### config.mk
export PLATFORM = sky130hd
export DESIGN_NAME = alu_pipe
export DESIGN_NICKNAME = d
export VERILOG_FILES = /design/src/rtl/alu_pkg.sv /design/src/rtl/alu_mul_seq.sv /design/src/rtl/alu_pipe.sv
export SDC_FILE = /design/constraint.sdc
export NUM_CORES = 1
export LEC_CHECK = 0
export CORE_MARGIN = 1.5
export CORE_UTILIZATION = 35
export DETAILED_ROUTE_END_ITERATION = 6
export SYNTH_ARGS = -nofsm -noshare
export SYNTH_HDL_FRONTEND = slang
export SYNTH_SLANG_ARGS = --single-unit
### constraint.sdc
create_clock -name clk -period 6.8 [get_ports clk]
set_input_delay 1.36 -clock clk [delete_from_list [all_inputs] [get_ports clk]]
set_output_delay 1.36 -clock clk [all_outputs]
set_load 0.02 [all_outputs]
### src/rtl/alu_pkg.sv
// Shared op codes and FSM encoding for the handshaked ALU.
package alu_pkg;

   localparam logic [3:0] OP_ADD = 4'h0;
   localparam logic [3:0] OP_SUB = 4'h1;
   localparam logic [3:0] OP_INC = 4'h2;
   localparam logic [3:0] OP_DEC = 4'h3;
   localparam logic [3:0] OP_SHR = 4'h4;
   localparam logic [3:0] OP_SHL = 4'h5;
   localparam logic [3:0] OP_OR  = 4'h6;
   localparam logic [3:0] OP_XOR = 4'h7;
   localparam logic [3:0] OP_AND = 4'h8;
   localparam logic [3:0] OP_NOT = 4'h9;
   localparam logic [3:0] OP_ADC = 4'hA;
   localparam logic [3:0] OP_SBB = 4'hB;
   localparam logic [3:0] OP_ASR = 4'hC;
   localparam logic [3:0] OP_ROL = 4'hD;
   localparam logic [3:0] OP_ROR = 4'hE;
   localparam logic [3:0] OP_MUL = 4'hF;

   typedef enum logic [1:0] {
      ST_IDLE = 2'd0,
      ST_MUL  = 2'd1,
      ST_OUT  = 2'd2
   } alu_state_e;

endpackage

### src/rtl/alu_mul_seq.sv
// Iterative shift-add multiplier: one partial product per cycle, WIDTH cycles after start.
module alu_mul_seq #(
   parameter int WIDTH = 16
) (
   input  logic               clk,
   input  logic               reset,
   input  logic               start,
   input  logic [WIDTH-1:0]   a,
   input  logic [WIDTH-1:0]   b,
   output logic               done,
   output logic [2*WIDTH-1:0] product
);

   localparam int CW = $clog2(WIDTH);

   logic [2*WIDTH-1:0] mcand;
   logic [2*WIDTH-1:0] acc;
   logic [2*WIDTH-1:0] acc_next;
   logic [WIDTH-1:0]   mplier;
   logic [CW-1:0]      cnt;
   logic               busy;

   assign acc_next = acc + (mplier[0] ? mcand : '0);
   // The final step's sum is exposed combinationally so the caller can latch it on the done edge.
   assign done     = busy && (cnt == '0);
   assign product  = acc_next;

   always_ff @(posedge clk) begin
      if (reset) begin
         mcand  <= '0;
         acc    <= '0;
         mplier <= '0;
         cnt    <= '0;
         busy   <= 1'b0;
      end else if (start) begin
         mcand  <= {{WIDTH{1'b0}}, a};
         acc    <= '0;
         mplier <= b;
         cnt    <= CW'(WIDTH - 1);
         busy   <= 1'b1;
      end else if (busy) begin
         acc    <= acc_next;
         mcand  <= mcand << 1;
         mplier <= mplier >> 1;
         cnt    <= cnt - 1'b1;
         if (cnt == '0) busy <= 1'b0;
      end
   end

endmodule

### src/rtl/alu_pipe.sv
// Handshaked ALU: single-cycle datapath, iterative multiply, registered result and flags.
module alu_pipe
   import alu_pkg::*;
#(
   parameter int WIDTH = 16
) (
   input  logic             clk,
   input  logic             reset,
   input  logic             in_valid,
   output logic             in_ready,
   input  logic [WIDTH-1:0] a_in,
   input  logic [WIDTH-1:0] b_in,
   input  logic [3:0]       op_code,
   output logic             out_valid,
   input  logic             out_ready,
   output logic [WIDTH-1:0] q_out,
   output logic             carry,
   output logic             zero,
   output logic             sign,
   output logic             overflow,
   output logic             parity
);

   localparam int M = WIDTH - 1;

   alu_state_e state, state_nxt;

   logic               accept, handoff, c_reg, c_in, cin_op;
   logic               mul_start, mul_done;
   logic [2*WIDTH-1:0] mul_prod;
   logic [WIDTH-1:0]   b_op, res;
   logic [WIDTH:0]     sum_ext, diff_ext;
   logic               res_c, res_o;

   assign out_valid = (state == ST_OUT);
   assign in_ready  = (state == ST_IDLE) || ((state == ST_OUT) && out_ready);
   assign accept    = in_valid && in_ready;
   assign handoff   = out_valid && out_ready;
   assign mul_start = accept && (op_code == OP_MUL);

   // A result handed off on the same edge as an ADC/SBB accept feeds its carry straight in.
   assign c_in     = handoff ? carry : c_reg;
   assign cin_op   = ((op_code == OP_ADC) || (op_code == OP_SBB)) ? c_in : 1'b0;
   assign b_op     = ((op_code == OP_INC) || (op_code == OP_DEC)) ? WIDTH'(1) : b_in;
   assign sum_ext  = {1'b0, a_in} + {1'b0, b_op} + {{WIDTH{1'b0}}, cin_op};
   assign diff_ext = {1'b0, a_in} - {1'b0, b_op} - {{WIDTH{1'b0}}, cin_op};

   always_comb begin
      res   = '0;
      res_c = 1'b0;
      res_o = 1'b0;
      case (op_code)
         OP_ADD, OP_INC, OP_ADC: begin
            res   = sum_ext[M:0];
            res_c = sum_ext[WIDTH];
            res_o = (a_in[M] == b_op[M]) && (res[M] != a_in[M]);
         end
         OP_SUB, OP_DEC, OP_SBB: begin
            res   = diff_ext[M:0];
            res_c = diff_ext[WIDTH];
            res_o = (a_in[M] != b_op[M]) && (res[M] != a_in[M]);
         end
         OP_SHR: begin res = a_in >> 1;                 res_c = a_in[0]; end
         OP_SHL: begin res = a_in << 1;                 res_c = a_in[M]; end
         OP_ASR: begin res = {a_in[M], a_in[M:1]};      res_c = a_in[0]; end
         OP_ROL: begin res = {a_in[M-1:0], a_in[M]};    res_c = a_in[M]; end
         OP_ROR: begin res = {a_in[0], a_in[M:1]};      res_c = a_in[0]; end
         OP_OR:  res = a_in | b_in;
         OP_XOR: res = a_in ^ b_in;
         OP_AND: res = a_in & b_in;
         OP_NOT: res = ~a_in;
         default: ;
      endcase
   end

   alu_mul_seq #(.WIDTH(WIDTH)) u_mul (
      .clk     (clk),
      .reset   (reset),
      .start   (mul_start),
      .a       (a_in),
      .b       (b_in),
      .done    (mul_done),
      .product (mul_prod)
   );

   always_ff @(posedge clk) begin
      if (reset) state <= ST_IDLE;
      else       state <= state_nxt;
   end

   always_comb begin
      state_nxt = state;
      case (state)
         ST_IDLE: if (accept) state_nxt = (op_code == OP_MUL) ? ST_MUL : ST_OUT;
         ST_MUL:  if (mul_done) state_nxt = ST_OUT;
         ST_OUT: begin
            if (accept)         state_nxt = (op_code == OP_MUL) ? ST_MUL : ST_OUT;
            else if (out_ready) state_nxt = ST_IDLE;
         end
         default: state_nxt = ST_IDLE;
      endcase
   end

   always_ff @(posedge clk) begin
      if (reset) begin
         q_out    <= '0;
         carry    <= 1'b0;
         zero     <= 1'b0;
         sign     <= 1'b0;
         overflow <= 1'b0;
         parity   <= 1'b0;
         c_reg    <= 1'b0;
      end else begin
         if (handoff) c_reg <= carry;
         if (accept && (op_code != OP_MUL)) begin
            q_out    <= res;
            carry    <= res_c;
            overflow <= res_o;
            zero     <= (res == '0);
            sign     <= res[M];
            parity   <= ~^res;
         end else if ((state == ST_MUL) && mul_done) begin
            q_out    <= mul_prod[M:0];
            carry    <= |mul_prod[2*WIDTH-1:WIDTH];
            overflow <= |mul_prod[2*WIDTH-1:WIDTH];
            zero     <= (mul_prod[M:0] == '0);
            sign     <= mul_prod[M];
            parity   <= ~^mul_prod[M:0];
         end
      end
   end

endmodule

==> results of run 1 <==
==> per-layer routing <==
| layer | wire length, µm | part of all wire (%) | vias up |
|---|---|---|---|
| met5 | 0 | 0 | - |
| met4 | 802 | 2.8 | 0 |
| met3 | 985 | 3.4 | 38 |
| met2 | 12600 | 44 | 214 |
| met1 | 14400 | 50 | 4252 |
| li1 | - | - | 4512 |
==> logic make-up (layout without fill, tap and decap cells) <==
logic type / count (synthesis) / in the layout / synth area share (%)
AO/OA/AOI/OAI: 337 / 337 / 23.6
multiplexers: 78 / 78 / 7.90
AND/OR/NAND/NOR: 370 / 370 / 18.0
flip-flops: 108 / 108 / 21.9
buffers and inverters: 159 / 182 / 6.27
adder cells (fa/ha/maj): 125 / 125 / 16.1
XOR/XNOR: 69 / 69 / 6.18
==> path summary, 6_finish.rpt <==
kind              slack (ns)  cells past startpoint                       start                          to
hold reg to reg         0.48                      2  u_mul.acc[21]$_SDFFE_PP0P_  u_mul.acc[21]$_SDFFE_PP0P_
setup reg to reg        1.67                     22       state[1]$_SDFFE_PP0P_         parity$_SDFFE_PP0P_
hold / removal          0.48                      2  u_mul.acc[21]$_SDFFE_PP0P_  u_mul.acc[21]$_SDFFE_PP0P_
setup / recovery        0.72                     20                  op_code[2]         parity$_SDFFE_PP0P_
==> layout make-up <==
cell class	instances	area (µm²)
flip-flops and latches	108	2170
inverters	88	330
well taps	378	473
multi-input cells	979	7120
repair buffers	78	736
clock inverters	7	103
clock buffers	9	225
fillers	2903	16600
==> through the flow <==
step           std cells  area (µm²)  util (%)  hold slack, ns  worst slack [ns]
6_report            1647       11200      40.2           0.485             0.722
5_1_grt             1647       11200      40.2           0.499             0.343
4_1_cts             1647       11200      40.2           0.488             0.769
3_5_place_dp        1631       10800      39.0           0.475             0.389
3_3_place_gp        1631       10800      39.0           0.469             0.467
2_1_floorplan       1246        9890         -           0.453              1.27
==> critical path: stages <==
cell and delay (ns):
clkdlybuf4s50_1 0.59, or3b_4 0.56, nand2_1 0.14, inv_1 0.07
fa_1 0.44, fa_1 0.40, nor2_1 0.14, nor3_1 0.08
o21ai_0 0.47, a21oi_1 0.13, o21ai_0 0.18, a32oi_1 0.09
xnor2_1 0.15, a221oi_1 0.46, ha_1 0.33, xnor2_1 0.21
xnor2_1 0.16, xnor2_1 0.13, nor2_1 0.06, a211oi_1 0.22
==> where the power goes <==
group          total (W)  switching (W)  leakage [nW]  internal [W]
logic           0.000547       0.000307          3.51      0.000240
registers       0.000668      0.0000182         0.875      0.000650
clock network   0.000592       0.000290         0.160      0.000302
total            0.00181       0.000615          4.55       0.00119
==> cells in the mapped netlist, types with 19 or more instances <==
cell type	n
inv_1	88
a211oi_1	44
nor3_1	19
clkbuf_1	53
xnor2_1	51
dfxtp_1	108
o21ai_0	53
nand3_1	20
a21o_1	24
nor2_1	149
nand2_1	64
mux2i_1	77
ha_1	118
and2_1	35
a221oi_1	20
a21oi_1	82
==> cell usage in the layout, fill, tap and decap left out, types with 14 or more instances in the layout <==
cell	Yosys	layout
and2_1	35	35
nand2b_1	15	14
buf_4	1	16
clkdlybuf4s50_1	0	61
inv_1	88	88
nand2_1	64	64
xor2_1	17	17
dfxtp_1	108	107
o21ai_0	53	53
nor3_1	19	18
a221oi_1	20	20
a211oi_1	44	44
mux2i_1	77	77
a22oi_1	17	17
ha_1	118	118
xnor2_1	51	51
a21o_1	24	24
nand4_1	14	14
nand3_1	20	20
nor2_1	149	149
a21oi_1	82	82
==> results.cfg, run 1 <==
[global_route]
met1_usage_pct = 28.8
grt_max_degree = 73
use_met2_pct = 31.4
overflow = 0
grt_pass1_vias = 8489
antenna_found_initial = 0
grt_pass1_wl_mm = 46.2
use_met3_pct = 2.20
grt_usage_pct = 20.1
grt_busiest_layer = met2

[setup_path]
arrival_ns = 6.37
crit_required_ns = 7.09
crit_type = in -> reg
start_kind = input pin
cp_max_fo = 13
end_kind = flop

[routing]
vias_per_cell = 5.47
wl_per_cell_um = 17.5
drc_errors = 3
totalWireLength_mm = 28.8
drtIter0Drc = 756
drtPass1Iterations = 7
vias = 9016
antenna_left = 0

[final_layout]
antennaDiodeCount = 0
syn2layout_area_growth_pct = 12.8
nets = 1427
top_regs = u_mul.acc (32), u_mul.mcand (32)
final_layout_size_suffix_gt1_share_pct = 4.65

[hold_path]
hold_path.class = reg -> reg

[synth]
yosysSeqAreaShare_pct = 21.9
syn_area_per_cell_um2 = 7.94
syn-num-nets = 1409
synth-main-ff-cell = dfxtp_1
synth_top_area_share_pct = 21.9
yosysUniqueCellTypes = 74
yosysTopAreaCell = dfxtp_1
synth_area_leaders = dfxtp_1 (22%), ha_1 (15%), mux2i_1 (7.8%)
syn-cell-area_mm2 = 0.00989
synth_edf_count = 0
async_reset_ff_share_pct = 0
ys_ff_latch = 108
postSynthCellCount = 1246
yosys_warnings = 0

[clock_network]
cts_tree = done
postCtsSetupRepairBufs = 0
clkTransAtPathRegs_ns = 0.09
holdBufCountCts = 0
cts_resized = 0
numClockSinks = 108
h-tree-depth = 3
root_buffer = clkbuf_16
cts_buffer_depth = 2
clk-insertion-delay-late_ns = 0.37
cts_made_buffers = 9

[sta]
max_freq_mhz = 165
slew_violations = 0
clock_skew_ns = 0.0163
fin_setup_tns_ns = 0
layout_worst_path_cycle_share_pct = 89.4
finalHoldViolCount = 0
worst_pin_slew_ns = 1.09
rsz0062_at_grt = no
setup_viol_count_final = 0
min_period_ns = 6.08
relSlewSlack_pct = 27.2

[placed_design]
hpwl_mm = 22.0
place_congestion = 0.934
portBuffers = 62

[die]
io_pins = 63
die_w_um = 171
rows = 61
die_area_mm2 = 0.0293
start_util_pct = 35.6
dieHeight_um = 171
coreArea_mm2 = 0.0278

[pwr]
p_total_w = 0.00181
ir_drop_uv = 104
leakage_nw = 4.55
p_per_area_mw_per_mm2 = 162

[outcome]
violations = DRC
status = finished with violations

[job]
drv_cap = 0
(Power assumes the default switching activity.)
==> run 2, diff against run 1 <==
--- a/config.mk
+++ b/config.mk
@@ -5,9 +5,11 @@
 export SDC_FILE = /design/constraint.sdc
 export NUM_CORES = 1
 export LEC_CHECK = 0
+export CORE_ASPECT_RATIO = 1.25
 export CORE_MARGIN = 1.5
-export CORE_UTILIZATION = 35
+export CORE_UTILIZATION = 60
 export DETAILED_ROUTE_END_ITERATION = 6
+export PLACE_DENSITY = 0.81
 export SYNTH_ARGS = -nofsm -noshare
 export SYNTH_HDL_FRONTEND = slang
 export SYNTH_SLANG_ARGS = --single-unit
==> run 2 against run 1 <==
The run still ends with DRC left. Power rose by 1.3%. Critical path depth up 1. Global-route usage rose by 12 points. Utilization is 28 points higher. Via count rose by 4.1%. First-iteration DRC count increased by 7.3%.
==> results.cfg, run 2 (synthesis gave the netlist of run 1 again) <==
[routing]
vias_per_cell = 6.32
drtIter0Drc = 811
antenna_left = 0
drtPass1Iterations = 7
drc_errors = 4
wl_per_cell_um = 18.8
totalWireLength_mm = 28.0
vias = 9386

[final_layout]
antennaDiodeCount = 0
top_regs = u_mul.acc (32), u_mul.mcand (32)
layout_common_cells = nor2_1 (149), ha_1 (118), dfxtp_1 (107)
syn2layout_area_growth_pct = 10.9
final_layout_size_suffix_gt1_share_pct = 4.65
mostFrequentLayoutCell = nor2_1
nets = 1428

[clock_network]
clkTransAtPathRegs_ns = 0.08
holdBufCountCts = 0
cts_made_buffers = 9
h-tree-depth = 3
cts_buffer_depth = 2
cts_resized = 0
clk-insertion-delay-late_ns = 0.37
numClockSinks = 108
cts_tree = done
root_buffer = clkbuf_16
postCtsSetupRepairBufs = 0

[hold_path]
hold_path.class = reg -> reg

[global_route]
grt_max_degree = 71
grt_usage_pct = 32.5
grt_pass1_wl_mm = 45.6
grt_pass1_vias = 9053
overflow = 0
antenna_found_initial = 0

[setup_path]
crit_type = in -> reg
end_kind = flop
arrival_ns = 6.37
crit_path_max_incr_delay_ns = 0.58
crit_chain = clkdlybuf4s50_1, or3b_4, nand2_1, inv_1, fa_1, fa_1, nor2_1, nor3_1, o221a_2, o41ai_2, a31oi_2, o31ai_4, a221oi_2, xnor2_1, a21oi_1, ha_1, xnor2_1, xnor2_1, xnor2_1, nor2_1, a211oi_1
start_kind = input pin
path_common_cell = xnor2_1
cp_slowest_cell = clkdlybuf4s50_1
crit_required_ns = 7.07
r2r_slack_ns = 1.73
cp_max_fo = 13

[pwr]
ir_drop_uv = 125
switching_power_w = 0.000604
seq_power_share_pct = 36.5
p_per_area_mw_per_mm2 = 167
switching_share_pct = 33.0
leakage_nw = 4.56
comb_power_share_pct = 30.2
intPower_w = 0.00123
clkPwrFrac_pct = 33.3

[placed_design]
portBuffers = 62
hpwl_mm = 21.6
place_congestion = 1.02
dpl_worst_slack_ns = 0.384

[die]
die_w_um = 118
io_pins = 63
die_area_mm2 = 0.0173
coreArea_mm2 = 0.0161
rows = 52
dieHeight_um = 147
start_util_pct = 61.3

[sta]
finalHoldViolCount = 0
setup_viol_count_final = 0
worst_pin_slew_ns = 1.07
setup_ws_ns = 0.704
slew_violations = 0
fin_setup_tns_ns = 0
max_freq_mhz = 164
min_period_ns = 6.10
clock_skew_ns = 0.0151
relSlewSlack_pct = 29.0
layout_worst_path_cycle_share_pct = 89.6
rsz0062_at_grt = no

[job]
drv_cap = 0

[outcome]
status = finished with violations
violations = DRC
-- run 2: cell types whose count changed in the layout (fill, tap and decap cells not counted), sizes merged --
cell    change
buf         +1
bufinv      +1
inv         -1
-- run 2: layout make-up --
type | count | area (µm²)
Fill cell | 1397 | 5160
Sequential cell | 108 | 2170
Tap cell | 216 | 270
Clock buffer | 9 | 225
Multi-Input combinational cell | 979 | 7120
Inverter | 88 | 330
Timing Repair Buffer | 79 | 743
Clock inverter | 7 | 116
-- run 2: worst max-delay path, delay by kind of cell --
kind	cells	cell delay, ns
AO/OA/AOI/OAI	7	1.58
adder cells (fa/ha/maj)	3	1.13
AND/OR/NAND/NOR	5	0.97
XOR/XNOR	4	0.67
buffers and inverters	2	0.65
-- run 2: final timing paths --
kind                                      start                       endpoint  cells after the start
hold / removal    u_mul.mplier[15]$_SDFFE_PP0P_  u_mul.mplier[15]$_SDFFE_PP0P_                      2
setup reg to reg          state[1]$_SDFFE_PP0P_            parity$_SDFFE_PP0P_                     23
hold reg to reg   u_mul.mplier[15]$_SDFFE_PP0P_  u_mul.mplier[15]$_SDFFE_PP0P_                      2
setup / recovery                     op_code[3]            parity$_SDFFE_PP0P_                     21
-- run 2: layer usage --
layer	vias to the layer above	track usage, %	routed length (µm)
met5	-	0	0
li1	4526	-	-
met2	365	56.4	13700
met3	72	3.59	1570
met1	4423	41.1	11800
met4	0	13.1	921
-- run 2: stage by stage --
| step | total power (W) | utilization [%] | instance area (µm²) | hold WS, ns | cells |
|---|---|---|---|---|---|
| 6_report | 0.00183 | 68.0 | 11000 | 0.494 | 1486 |
| 5_1_grt | 0.00192 | 68.0 | 11000 | 0.512 | 1486 |
| 4_1_cts | 0.00183 | 68.0 | 11000 | 0.494 | 1486 |
| 3_5_place_dp | 0.00123 | 65.9 | 10600 | 0.482 | 1470 |
| 3_3_place_gp | 0.00122 | 65.9 | 10600 | 0.465 | 1470 |
| 2_1_floorplan | 0.00106 | - | 9890 | 0.453 | 1246 |
-- run 2: power groups by stage --
stage          registers, W  logic (W)  clock network, W
6_report           0.000667   0.000553          0.000610
5_1_grt            0.000669   0.000605          0.000642
4_1_cts            0.000667   0.000546          0.000615
3_5_place_dp       0.000682   0.000543                 0
3_3_place_gp       0.000682   0.000538                 0
2_1_floorplan      0.000690   0.000369                 0
==> run 3, diff against run 2 <==
--- a/config.mk
+++ b/config.mk
@@ -5,6 +5,7 @@
 export SDC_FILE = /design/constraint.sdc
 export NUM_CORES = 1
 export LEC_CHECK = 0
+export CAP_MARGIN = 10
 export CORE_ASPECT_RATIO = 1.25
 export CORE_MARGIN = 1.5
 export CORE_UTILIZATION = 60
==> results of run 3 <==
Final layout, timing and power as in run 2 (identical DEF).
